==> src/rtl/rwb_pkg.sv <==
// Shared types and constants for the register write-back block.
// Contents:
//   rwb_state_t        - FSM state (IDLE / LOAD_WAIT)
//   REG_ACC/REG_STATUS - architectural register indices
//   LOAD_TIMEOUT_DATA  - data written when a load is force-completed
//   commit_t           - data/flag pair for one write-port commit
package rwb_pkg;

  typedef enum logic {
    IDLE      = 1'b0,
    LOAD_WAIT = 1'b1
  } rwb_state_t;

  localparam int          REG_ACC           = 0;
  localparam int          REG_STATUS        = 15;
  localparam logic [7:0]  LOAD_TIMEOUT_DATA = 8'hFF;

  typedef struct packed {
    logic [7:0] data;
    logic       flag;
  } commit_t;

endpackage

==> src/rtl/reg_writeback_mem_wait_timer.sv <==
// mem_wait_timer: bounded wait counter for outstanding loads.
// Ports:
//   clk, reset  - clock, synchronous active-high reset
//   start       - begin counting (count restarts at 0)
//   clear       - stop counting
//   expired     - high during the TIMEOUT-th counted cycle after start
module mem_wait_timer #(
  parameter int TIMEOUT = 15
) (
  input  logic clk,
  input  logic reset,
  input  logic start,
  input  logic clear,
  output logic expired
);

  localparam int CW = $clog2(TIMEOUT + 1);

  logic [CW-1:0] cnt;
  logic          run;

  // Cycle k after start sees cnt == k-1, so expiry lands on cycle TIMEOUT.
  assign expired = run && (cnt == CW'(TIMEOUT - 1));

  always_ff @(posedge clk) begin
    if (reset) begin
      cnt <= '0;
      run <= 1'b0;
    end else if (start) begin
      cnt <= '0;
      run <= 1'b1;
    end else if (clear) begin
      cnt <= '0;
      run <= 1'b0;
    end else if (run && !expired) begin
      cnt <= cnt + 1'b1;
    end
  end

endmodule

==> src/rtl/reg_writeback.sv <==
// reg_writeback: write-side driver for reg_file.
// Accepts ALU results and loads from execute (valid/ready), issues
// data-memory reads for loads with a bounded wait, and drives one
// registered reg_file write per committed op.
// Ports:
//   clk, reset                     - clock, synchronous active-high reset
//   ex_valid/ex_ready              - execute handshake
//   ex_dest/ex_data/ex_flag        - ALU result and destination
//   ex_is_load/ex_mem_addr         - load op and its address
//   mem_req/mem_addr               - data-memory read request
//   mem_rvalid/mem_rdata           - data-memory read response
//   wr_en/wr_addr/dat_in/flag      - reg_file write port
//   mem_err                        - sticky load-timeout indicator
// Optional build macro RWB_FORWARD_EN adds fwd_valid/fwd_addr/fwd_data,
// a copy of the write being committed, for execute-side bypass.
module reg_writeback
  import rwb_pkg::*;
#(
  parameter int PW      = 4,
  parameter int TIMEOUT = 15
) (
  input  logic          clk,
  input  logic          reset,
  input  logic          ex_valid,
  output logic          ex_ready,
  input  logic [PW-1:0] ex_dest,
  input  logic [7:0]    ex_data,
  input  logic          ex_flag,
  input  logic          ex_is_load,
  input  logic [7:0]    ex_mem_addr,
  output logic          mem_req,
  output logic [7:0]    mem_addr,
  input  logic          mem_rvalid,
  input  logic [7:0]    mem_rdata,
  output logic          wr_en,
  output logic [PW-1:0] wr_addr,
  output logic [7:0]    dat_in,
  output logic          flag,
  output logic          mem_err
`ifdef RWB_FORWARD_EN
  ,
  output logic          fwd_valid,
  output logic [PW-1:0] fwd_addr,
  output logic [7:0]    fwd_data
`endif
);

  // Highest register is the status register; writes to it are dropped.
  localparam logic [PW-1:0] STATUS_IDX = '1;

  rwb_state_t    state, nxt_state;
  logic [PW-1:0] ld_dest_q;
  logic [7:0]    mem_addr_q;
  logic          flag_q;
  logic          mem_err_q;

  logic          accept;
  logic          tmr_start, tmr_clear, tmr_expired;
  logic          ld_done, ld_tmo;

  logic          c_vld;
  logic [PW-1:0] c_addr;
  commit_t       c_pay;

  assign accept = ex_valid && ex_ready;

  mem_wait_timer #(.TIMEOUT(TIMEOUT)) u_timer (
    .clk     (clk),
    .reset   (reset),
    .start   (tmr_start),
    .clear   (tmr_clear),
    .expired (tmr_expired)
  );

  // rvalid wins over an expiry landing in the same cycle.
  assign ld_done   = (state == LOAD_WAIT) && (mem_rvalid || tmr_expired);
  assign ld_tmo    = (state == LOAD_WAIT) && !mem_rvalid && tmr_expired;
  assign tmr_start = accept && ex_is_load;
  assign tmr_clear = ld_done;

  // State register
  always_ff @(posedge clk) begin
    if (reset) state <= IDLE;
    else       state <= nxt_state;
  end

  // Next-state logic
  always_comb begin
    nxt_state = state;
    case (state)
      IDLE:      if (accept && ex_is_load) nxt_state = LOAD_WAIT;
      LOAD_WAIT: if (ld_done)              nxt_state = IDLE;
      default:   nxt_state = IDLE;
    endcase
  end

  // Output / commit decode
  always_comb begin
    ex_ready   = 1'b0;
    mem_req    = 1'b0;
    c_vld      = 1'b0;
    c_addr     = ex_dest;
    c_pay.data = ex_data;
    c_pay.flag = ex_flag;
    case (state)
      IDLE: begin
        ex_ready = 1'b1;
        if (accept && !ex_is_load) c_vld = (ex_dest != STATUS_IDX);
      end
      LOAD_WAIT: begin
        mem_req    = 1'b1;
        c_addr     = ld_dest_q;
        c_pay.data = mem_rvalid ? mem_rdata : LOAD_TIMEOUT_DATA;
        c_pay.flag = flag_q;
        if (ld_done) c_vld = (ld_dest_q != STATUS_IDX);
      end
      default: ;
    endcase
  end

  // Write port and load context. wr_addr/dat_in/flag only move on a commit.
  always_ff @(posedge clk) begin
    if (reset) begin
      wr_en      <= 1'b0;
      wr_addr    <= '0;
      dat_in     <= '0;
      flag       <= 1'b0;
      flag_q     <= 1'b0;
      ld_dest_q  <= '0;
      mem_addr_q <= '0;
      mem_err_q  <= 1'b0;
    end else begin
      wr_en <= c_vld;
      if (c_vld) begin
        wr_addr <= c_addr;
        dat_in  <= c_pay.data;
        flag    <= c_pay.flag;
      end
      if (accept && !ex_is_load) flag_q <= ex_flag;
      if (accept && ex_is_load) begin
        ld_dest_q  <= ex_dest;
        mem_addr_q <= ex_mem_addr;
      end
      if (ld_tmo) mem_err_q <= 1'b1;
    end
  end

  assign mem_addr = mem_addr_q;
  assign mem_err  = mem_err_q;

`ifdef RWB_FORWARD_EN
  assign fwd_valid = wr_en;
  assign fwd_addr  = wr_addr;
  assign fwd_data  = dat_in;
`endif

endmodule

==> config.mk <==
export PLATFORM = sky130hd
export DESIGN_NAME = reg_writeback
export DESIGN_NICKNAME = d
export VERILOG_FILES = /design/src/rtl/rwb_pkg.sv /design/src/rtl/reg_writeback_mem_wait_timer.sv /design/src/rtl/reg_writeback.sv
export SDC_FILE = /design/constraint.sdc
export NUM_CORES = 1
export LEC_CHECK = 0
export BUFFER_PORTS_ARGS = -buffer_cell sky130_fd_sc_hd__buf_2
export CORE_MARGIN = 10
export CORE_UTILIZATION = 51
export CTS_BUF_LIST = sky130_fd_sc_hd__clkbuf_16
export DETAILED_ROUTE_END_ITERATION = 16
export GPL_TIMING_DRIVEN = 0
export PLACE_DENSITY = 0.92
export SYNTH_ARGS = -nofsm -noshare
export SYNTH_HDL_FRONTEND = slang
export SYNTH_HIERARCHICAL = 1
export SYNTH_SLANG_ARGS = --single-unit
==> constraint.sdc <==
create_clock -name clk -period 6.25 [get_ports clk]
set_clock_uncertainty 0.15 [all_clocks]
set_input_delay 0.9375 -clock clk [delete_from_list [all_inputs] [get_ports clk]]
set_output_delay 0.9375 -clock clk [all_outputs]
set_load 0.05 [all_outputs]
# Word level (Yosys, flattened, before mapping)
# Index checks and enable logic that the tools add are counted.
[op_classes]
add_sub_neg = 1
n_eq_ne = 3
muxes = 13
n_bitwise = 1
reduce_logical = 14
[op_table]
columns = ["cell", "count"]
rows = [
  ["2-to-1 mux 9 bit", 1],
  ["logical AND 1 bit", 8],
  ["2-to-1 mux 1 bit", 8],
  ["2-to-1 mux 8 bit", 1],
  ["!= test 4 bit (second input constant)", 2],
  ["adder 4 x 1 -> 4 bit (second input constant)", 1],
  ["equality test 4 bit (second input constant)", 1],
  ["2-to-1 mux 4 bit", 1],
  ["one-hot mux 1 bit (2 select lines)", 2],
  ["logical NOT 1 bit", 3],
  ["OR reduction 3 bit", 1],
  ["nonzero test 2 bit", 1],
  ["logical OR 1 bit", 1],
  ["inverter 1 bit", 1],
]
[word_totals]
reg_bits = 34
inputBits = 34
out_inout_bits = 25
wordCells = 43

# Depth between registers and ports, before layout
# Gate-level depths: netlist of the first run.
[logic_depth]
depth_word = 6
mapped_depth = 7
depth_no_buf = 7

# Cells and area by module
# The synthesis of the first run kept the hierarchy.
[by_module_without_submodules]
columns = ["module", "instances", "cells_each", "area_each_um2"]
rows = [
  ["reg_writeback", 1, 137, 1267.5],
  ["mem_wait_timer", 1, 29, 262.8],
]

# Worst setup path before layout of the first run
# Ideal clock, no wire load.
[synth_timing]
path_kind = "reg2out"
startpoint = "register state"
endpoint = "output port ex_ready"
arrival_ps = 1070
t_required_ps = 5162
path_slack_ps = 4092
path_stages_with_launch = 3
path_cell_list = "dfxtp_1 buf_6 inv_1"
[synth_between]
elab_chain_len = 1
[synth_lines]
columns = ["element", "line", "text"]
rows = [
  ["start, declared", "reg_writeback.sv:51", "rwb_state_t state, nxt_state;"],
  ["start signal, assigned", "reg_writeback.sv:84", "else state <= nxt_state;"],
  ["2-to-1 mux 1 bit", "reg_writeback.sv:105", "case (state)"],
  ["end, declared", "reg_writeback.sv:25", "output logic ex_ready,"],
]
# Every way passes these cells.

# Worst setup path in the final report of the first run
# Same ends and word-level chain as after synthesis.

==> summary by stage, run 1 <==
Status
The flow ran to the end, and the final reports show no timing, DRC or antenna violations.

Yosys
Counting flops with an async set or reset pin after synthesis yields a share of 0%. By area the synthesized netlist is led by sky130_fd_sc_hd__dfxtp_1, sky130_fd_sc_hd__nand2_1, sky130_fd_sc_hd__mux2i_1. The post-synthesis average cell area is 9.22 sq um. By count the netlist is led by sky130_fd_sc_hd__nand2_1, sky130_fd_sc_hd__dfxtp_1, sky130_fd_sc_hd__a21oi_1.

The post-synthesis instance area is 1530 sq um. The dominant register cell in the synthesized netlist is sky130_fd_sc_hd__dfxtp_1. The number of enable-type register cells in the synthesized netlist is 0. The number of cells produced by synthesis is between 150 and 200.

The flop and latch count out of synthesis is 34. The share of synthesized area in the top cell type comes to 44.5%. The number of warnings printed during yosys synthesis is 6.

The number of nets produced by synthesis is 202. The number of different library cells in the post-synthesis netlist is 32. The sequential element share of the synthesized area is 44.5%. The most repeated cell in the gate-level netlist after synthesis is sky130_fd_sc_hd__nand2_1. Summed over all instances, the cell type with the most area after synthesis is sky130_fd_sc_hd__dfxtp_1.

Min path
The type of the worst min-delay path is register to register. In this run the most critical hold path is launched from mem_addr[1]$_SDFFE_PP0P_. The number of cells traversed by the worst hold path is 2. The worst hold path endpoint is mem_addr[1]$_SDFFE_PP0P_.

Critical path
The critical register-to-register path endpoint is u_timer/cnt[0]$_SDFFE_PP0P_. The worst reg2reg path depth is 7. The endpoint type of the worst setup path is an output port. At the worst endpoint, the arrival time is 1.08 ns. Across all register-to-register paths, the minimum setup slack is about 4.1 ns. The launch instance of the worst register-to-register path is u_timer/cnt[0]$_SDFFE_PP0P_. The worst setup path category is register to output port. STA puts the critical path data required time at 5.16 ns.

The worst setup path is launched from a register. The largest fanout of any net on the critical path is 10.

Final layout
The multi-input gate area in the final layout is 744 sq um. The fraction of the core area covered by cells at the end of the flow is 71.1%. The final cell count without fillers is between 200 and 300. Summing all non-filler instances in the final layout gives an area of 2000 sq um. The repair_antennas step left the layout with diodes totalling 0.

The sequential cell area is ~680 sq um. The share of layout cells above drive strength 1 is 35.3%. The filler cell count in the final layout is 224. Compared with the post-synthesis result, the final layout area differs by 30.4%. The count of nets after finishing is about 270.

Clock tree
The clock transition at the register clock pins on the worst setup and hold paths after CTS is 0.05 ns. The H-tree depth is 2. The number of setup buffers added after CTS is 0. The clock reaches the later pin of the worst-skew pair after approximately 0.27 ns. The tree built by TritonCTS fans out to 34 sinks. Hold repair after CTS inserted 0 buffers. The root buffer selected by CTS is sky130_fd_sc_hd__clkbuf_16.

The clock buffer count from CTS is 5. Gates resized during post-CTS repair numbered 0. The CTS tree is built. The largest buffer count on any clock path is 2.

STA
Setup violations remaining at the end of the flow were counted as 0. The final period utilization is about a third. The hold violation count in the final report came to 0. For the pin with the worst max-slew slack, the measured transition is ~0.43 ns.

The final-report max-slew violation count is 0. The tightest slew margin relative to the limit is 71.0%. The highest clock frequency the design can meet is 462 MHz.

The sum of negative setup slack is 0 ns. The shortest period the worst path allows is around 2.2 ns. Setup repair after global routing left no endpoint under its margin.

Placement
The post-placement cell count is 255. The global placer's final weighted congestion is around 0.83. The placed wire-length estimate is 3020 um.

The placed instances occupy a cell area of 1860 sq um. Input and output buffers added on the ports amount to a little under 60.

GRT
The first global-routing pass estimated 6400 um of wire. The number of global-route vias before repair is 1,471. The busiest layer in global routing is met2. The global routing met1 resource utilization is 15.4%. The maximum number of pins on one net before global-route repair is 12. Across every metal layer, demand over resource in global routing totals between 10% and 20%.

In the global route stage, met3 resource usage came out at under 10%. For met2 alone, demand over resource in global routing was 24.7%. After global routing the overflow that remains totals 0.

The number of antenna violations at the first check in global routing is 0.

Routing
The number of vias per cell is between 5 and 6. The average routed wire per standard cell is approximately 15 um. The remaining design rule violation count is 0.

The number of search-and-repair iterations in the first detailed-routing pass is 4. The via count is 1,428. The initial DRC count is 126. For this block, the routed nets add up to 3900 um of wire. The residual antenna-violating net count after detailed routing is 0.

Die
The core box area is roughly 2800 sq um. The floorplan step defined a die boundary enclosing ~5600 sq um. From bottom edge to top edge, the die measures 74.8 um.

The row count is 19. The initial core utilization is 54.5%. The number of top-level design ports is approximately 60. From left edge to right edge, the die measures 74.8 um.

Power and ir drop
IR analysis of the VDD net gives a maximum drop of 161 uV. Power spread over the standard cell area amounts to ~280 nW/um^2. The final total power is 0.000566 W. Summed over all cells, the static leakage comes to 0.943 nW.

Run
The tool flagged a number of max-cap violations equal to 0.
[state kept, by name (all words and copies together), names as in the netlist]
| name | count |
|---|---|
| u_timer/cnt | 4 |
| u_timer/run | 1 |
| wr_addr | 4 |
| dat_in | 8 |
| mem_err | 1 |
| ld_dest_q | 4 |
| flag_q | 1 |
| wr_en | 1 |
| mem_addr | 8 |
| state | 1 |
| flag | 1 |
[power by group]
| group | internal (W) | switching (W) | total (W) |
|---|---|---|---|
| logic | 0.0000364 | 0.0000683 | 0.000105 |
| clock network | 0.000143 | 0.0000824 | 0.000225 |
| registers | 0.000229 | 0.00000633 | 0.000236 |
[per-stage QoR]
stage	worst slack, ns	hold WS, ns
after detailed placement	3.87	0.299
after global routing	4.02	0.330
after floorplan	4.09	0.296
final	4.08	0.303
after CTS	4.08	0.306
after global placement	3.89	0.287
[worst max-delay path by stage]
stage,start,end,cells past startpoint
floorplan,state$_SDFF_PP0_,ex_ready,2
global placement,ex_is_load,u_timer/cnt[0]$_SDFFE_PP0P_,7
detailed placement,ex_is_load,u_timer/cnt[0]$_SDFFE_PP0P_,7
CTS,state$_SDFF_PP0_,ex_ready,3
global route,u_timer/cnt[0]$_SDFFE_PP0P_,u_timer/cnt[0]$_SDFFE_PP0P_,7
finish,state$_SDFF_PP0_,ex_ready,3
[worst max-delay path: stages, from the launching register on]
cell	delay, ns
sky130_fd_sc_hd__dfxtp_1	0.33
sky130_fd_sc_hd__buf_6	0.15
sky130_fd_sc_hd__inv_1	0.06
sky130_fd_sc_hd__buf_2	0.26
[per-layer routing]
layer | part of all wire [%] | wire (um)
met1 | 41 | 1600
met2 | 47 | 1840
met3 | 10 | 406
met4 | 1.1 | 44
met5 | 0 | 0
[layout make-up]
class | count | share of cell area, %
Multi-Input combinational cell | 115 | 37.3
Sequential cell | 34 | 34.1
Timing Repair Buffer | 58 | 14.5
Clock buffer | 5 | 6.27
Buffer | 10 | 3.95
Tap cell | 31 | 1.94
Inverter | 7 | 1.32
Clock inverter | 3 | 0.564
[placed cells by master, fill, tap and decap left out, drive strengths merged]
cell type / instances
dfxtp: 34
clkinv: 4
a211oi: 3
nand4: 3
a21oi: 17
and3: 1
a31oi: 1
nor3b: 1
nor3: 2
nand3b: 2
mux2: 5
nand3: 1
and4: 1
inv: 6
clkbuf: 9
a31o: 1
ha: 2
nor2: 5
buf: 64
nand2: 44
o211ai: 1
or3: 2
o221ai: 7
o21a: 1
a22oi: 1
mux2i: 14
[logic make-up after synthesis]
logic type      after synthesis  share of synthesized area (%)
fa+ha+maj                     2                           1.64
compound gates               32                           15.2
simple gates                 62                           19.0
mux                          19                           12.8
buf+inv                      17                           6.87
flops                        34                           44.5
No activity file was read; power rests on OpenSTA's default activity.
==> inputs of run 2 (changes only) <==
Settings changed: ABC_AREA from default to 1, CORE_UTILIZATION 51 to 48, PLACE_DENSITY 0.92 to 0.87.
Clock period 6.25 ns to 2.2 ns, I/O delays scaled along.
==> run 2 against run 1 <==
Against the previous run:
- cell count increased by 21%
- synthesized area increased by 2.4%
- utilization decreased by 4.6 points
- critical path type is now register to register
- highest routed layer unchanged
==> summary by stage, run 2 <==
Status
Outcome: completed (unchanged).

Placement
The cell area after placement is 1910 sq um (was 1860 sq um). The global placer's final weighted congestion is 0.790 (was 0.833). The placed wire-length estimate is 3140 um (was 3020 um).

The number of buffers added on ports is 58 (unchanged).

Clock tree
The CTS tree is built (unchanged). The hold buffer count at cts is 0 (unchanged). The post-CTS repair timing setup buffer count is 0 (unchanged). The clock buffer count from CTS is 5 (unchanged). The root buffer selected by CTS is sky130_fd_sc_hd__clkbuf_16 (unchanged).

The latest clock arrival within the worst-skew pair is 0.28 ns (was 0.27 ns). The largest buffer count on any clock path is 2 (unchanged). The clock transition at the register clock pins on the worst setup and hold paths after CTS is 0.05 ns (about the same). The post-cts resize count is 0 (unchanged). The clock sink count is 34 (unchanged).

The H-tree depth is 2 (unchanged).

Power and ir drop
The static leakage power is 0.992 nW (was 0.943 nW). The power per unit of standard cell area is 811 nW/um^2 (was 283 nW/um^2). The peak supply drop is 518 uV (was 161 uV). The final total power came to 0.00166 W (was 0.000566 W).

Yosys
Cell types occupying the most area after synthesis: sky130_fd_sc_hd__dfxtp_1, sky130_fd_sc_hd__nand2_1, sky130_fd_sc_hd__nor2_1 (was sky130_fd_sc_hd__dfxtp_1, sky130_fd_sc_hd__nand2_1, sky130_fd_sc_hd__mux2i_1). The number of warnings printed during yosys synthesis is 6 (unchanged). Most common library cells after synthesis: sky130_fd_sc_hd__nand2_1, sky130_fd_sc_hd__nor2_1, sky130_fd_sc_hd__dfxtp_1 (was sky130_fd_sc_hd__nand2_1, sky130_fd_sc_hd__dfxtp_1, sky130_fd_sc_hd__a21oi_1). The number of cells produced by synthesis is 209 (was 166). The combinational family with the most area after synthesis is simple AND/OR/NAND/NOR gates (unchanged). The flop and latch count out of synthesis came to 34 (unchanged). The post-synthesis instance area is 1570 sq um (was 1530 sq um). The synthesized-area fraction occupied by adder cells is 1.60% (was 1.64%).

The mux contribution to synthesized area came to 0% (was 12.8%). The number of enable-type register cells in the synthesized netlist was 0 (unchanged). The dominant register cell in the synthesized netlist was sky130_fd_sc_hd__dfxtp_1 (unchanged). The post-synthesis average cell area came to 7.50 sq um (was 9.22 sq um). The most repeated cell in the gate-level netlist after synthesis is sky130_fd_sc_hd__nand2_1 (unchanged).

The area fraction in and, or, nand and nor cells after synthesis is 37.1% (was 19.0%). The share of the synthesized netlist area taken by xor and xnor gates is 0% (unchanged). The post-synthesis cell type with the largest combined area is sky130_fd_sc_hd__dfxtp_1 (unchanged). The number of different library cells in the post-synthesis netlist is 28 (was 32).

The number of nets produced by synthesis came to 245 (was 202). The share of async-settable or async-resettable flops after synthesis is 0% (unchanged). The sequential element share of the synthesized area was 43.5% (was 44.5%). The area share of the largest cell type after synthesis is 43.5% (was 44.5%). The complex-gate fraction of the synthesized area was 12.1% (was 15.2%).

Critical path
The worst setup path category is register to register (was register to output port). The register-to-register setup slack came to 0.29 ns (was 4.13 ns). The largest fanout of any net on the critical path is 10 (unchanged). The endpoint type of the worst setup path is a register (was output port). The worst path required time was 2.22 ns (was 5.16 ns). The worst reg2reg path depth is 12 (was 7). The arrival time reported for the critical path endpoint was 1.93 ns (was 1.08 ns). The category of the worst setup path launch point was a register (unchanged). The critical register-to-register path endpoint is wr_addr[2]$_SDFFE_PP0P_ (was u_timer/cnt[0]$_SDFFE_PP0P_).

The launch instance of the worst register-to-register path was u_timer/cnt[0]$_SDFFE_PP0P_ (unchanged).

STA
Setup repair after global routing missed its margin: no (unchanged). The total of endpoints with negative setup slack in the final report came to 0 (unchanged). The hold violation count in the final report is 0 (unchanged). The final-report max-slew violation count is 0 (unchanged). The sum of negative setup slack is 0 ns (unchanged). The tightest slew margin relative to the limit is 70.2% (was 71.0%).

The worst-margin pin slew came to 0.447 ns (was 0.435 ns). The final period utilization is 86.9%. The highest clock frequency the design can meet is about 520 MHz.

The worst path needs 1.91 ns of the cycle, external delays included.

Routing
The initial DRC count is 64 (was 126). The residual antenna-violating net count after detailed routing is 0 (unchanged). The remaining design rule violation count is 0 (unchanged). The average routed wire per standard cell is 12.7 um (was 14.8 um).

The number of search-and-repair iterations in the first detailed-routing pass is 4 (unchanged). The via count is 1,557 (was 1,428). The number of vias per cell is 4.88 (was 5.43).

The aggregate routed wire length is 4070 um (was 3900 um).

Die
The die area is 5950 sq um (was 5590 sq um). The die extent in x is 77.1 um (was 74.8 um). The row count was 20 (was 19). The initial core utilization is 50.9% (was 54.5%).

The die height is 77.1 um (was 74.8 um). The number of top-level design ports is 59 (unchanged). The core box area is 3080 sq um (was 2810 sq um).

Final layout
The commonest non-fill, non-tap cell in the layout is sky130_fd_sc_hd__buf_2 (unchanged). The synthesis-to-finish area growth is 30.8% (was 30.4%). The count of nets after finishing is 310 (was 267). The number of antenna cells inserted was 0 (unchanged). The fraction of the core area covered by cells at the end of the flow is 66.6% (was 71.1%). Leading cell types in the layout, fill and taps excluded: sky130_fd_sc_hd__buf_2, sky130_fd_sc_hd__nand2_1, sky130_fd_sc_hd__nor2_1, sky130_fd_sc_hd__dfxtp_1, sky130_fd_sc_hd__a21oi_1 (was sky130_fd_sc_hd__buf_2, sky130_fd_sc_hd__nand2_1, sky130_fd_sc_hd__dfxtp_1, sky130_fd_sc_hd__a21oi_1, sky130_fd_sc_hd__mux2i_1). The share of layout cells above drive strength 1 is 32.0% (was 35.3%). The area of all placed cells without fillers came to 2050 sq um (was 2000 sq um).

GRT
The global-route wire length before repair is 6940 um (was 6400 um). The maximum number of pins on one net before global-route repair came to 12 (unchanged). The number of antenna violations at the first check in global routing is 0 (unchanged). The remaining global-route overflow is 0 (unchanged). The global-route usage over all layers is 14.1% (was 14.5%). The number of global-route vias before repair is 1,626 (was 1,471).

Run
The number of max-cap violations is 0 (unchanged).

Min path
The type of the worst min-delay path is input port to register (was register to register). The worst hold path endpoint is u_timer/run$_SDFFE_PP0P_ (was mem_addr[1]$_SDFFE_PP0P_). The number of cells traversed by the worst hold path is 2 (unchanged). The startpoint of the lowest-slack hold path is reset (was mem_addr[1]$_SDFFE_PP0P_).
[run 2: layout make-up]
type,count,area (sq um)
fillers,290,1030
multi-input cells,158,797
flip-flops and latches,34,681
repair buffers,58,290
clock buffers,5,125
well taps,44,55.1
plain buffers,8,52.6
inverters,9,36.3
clock inverters,3,12.5
[run 2: metrics by stage]
| stage | hold WS, ns | cells | setup WS, ns |
|---|---|---|---|
| 2_1_floorplan | 0.252 | 209 | 0.293 |
| 3_3_place_gp | 0.299 | 311 | 0.314 |
| 3_5_place_dp | 0.305 | 311 | 0.295 |
| 4_1_cts | 0.133 | 319 | 0.278 |
| 5_1_grt | 0.150 | 319 | 0.0803 |
| 6_report | 0.134 | 319 | 0.287 |
[run 2: report_power, final]
group          switching [W]  internal [W]  total (W)
Clock               0.000243      0.000408   0.000651
Combinational       0.000230      0.000104   0.000334
Sequential         0.0000207      0.000655   0.000676
Total               0.000493       0.00117    0.00166
[run 2: worst max path at each step]
| stage | from | end | slack (ns) | depth (start not counted) |
|---|---|---|---|---|
| 2_1_floorplan | state$_SDFF_PP0_ | u_timer/cnt[0]$_SDFFE_PP0P_ | 0.29 | 8 |
| 3_3_place_gp | u_timer/cnt[0]$_SDFFE_PP0P_ | wr_addr[0]$_SDFFE_PP0P_ | 0.31 | 12 |
| 3_5_place_dp | u_timer/cnt[0]$_SDFFE_PP0P_ | wr_addr[0]$_SDFFE_PP0P_ | 0.29 | 12 |
| 4_1_cts | u_timer/cnt[0]$_SDFFE_PP0P_ | wr_addr[2]$_SDFFE_PP0P_ | 0.28 | 12 |
| 5_1_grt | u_timer/cnt[0]$_SDFFE_PP0P_ | dat_in[3]$_SDFFE_PP0P_ | 0.08 | 12 |
| 6_report | u_timer/cnt[0]$_SDFFE_PP0P_ | wr_addr[2]$_SDFFE_PP0P_ | 0.29 | 12 |
[run 2: worst max-delay path, stage by stage, from the launching register on]
cell,delay (ns)
sky130_fd_sc_hd__dfxtp_1,0.34
sky130_fd_sc_hd__inv_1,0.10
sky130_fd_sc_hd__ha_1,0.17
sky130_fd_sc_hd__nand3_2,0.12
sky130_fd_sc_hd__nor2_1,0.17
sky130_fd_sc_hd__nand2_2,0.10
sky130_fd_sc_hd__nand2_4,0.10
sky130_fd_sc_hd__o21ai_4,0.11
sky130_fd_sc_hd__nand2_4,0.14
sky130_fd_sc_hd__buf_6,0.15
sky130_fd_sc_hd__nand2_1,0.05
sky130_fd_sc_hd__nand2_1,0.07
sky130_fd_sc_hd__nor2_2,0.04
[run 2: kinds of logic after synthesis]
group / after synthesis
simple gates: 124
fa+ha+maj: 2
buf+inv: 17
flops: 34
compound gates: 32
[run 2: layer usage]
layer	track usage (%)	share of wire, %	vias up
met5	0	0	-
met1	13.8	42	685
met4	5.29	2.0	0
met3	8.86	11	7
met2	23.7	45	56
li1	-	-	809
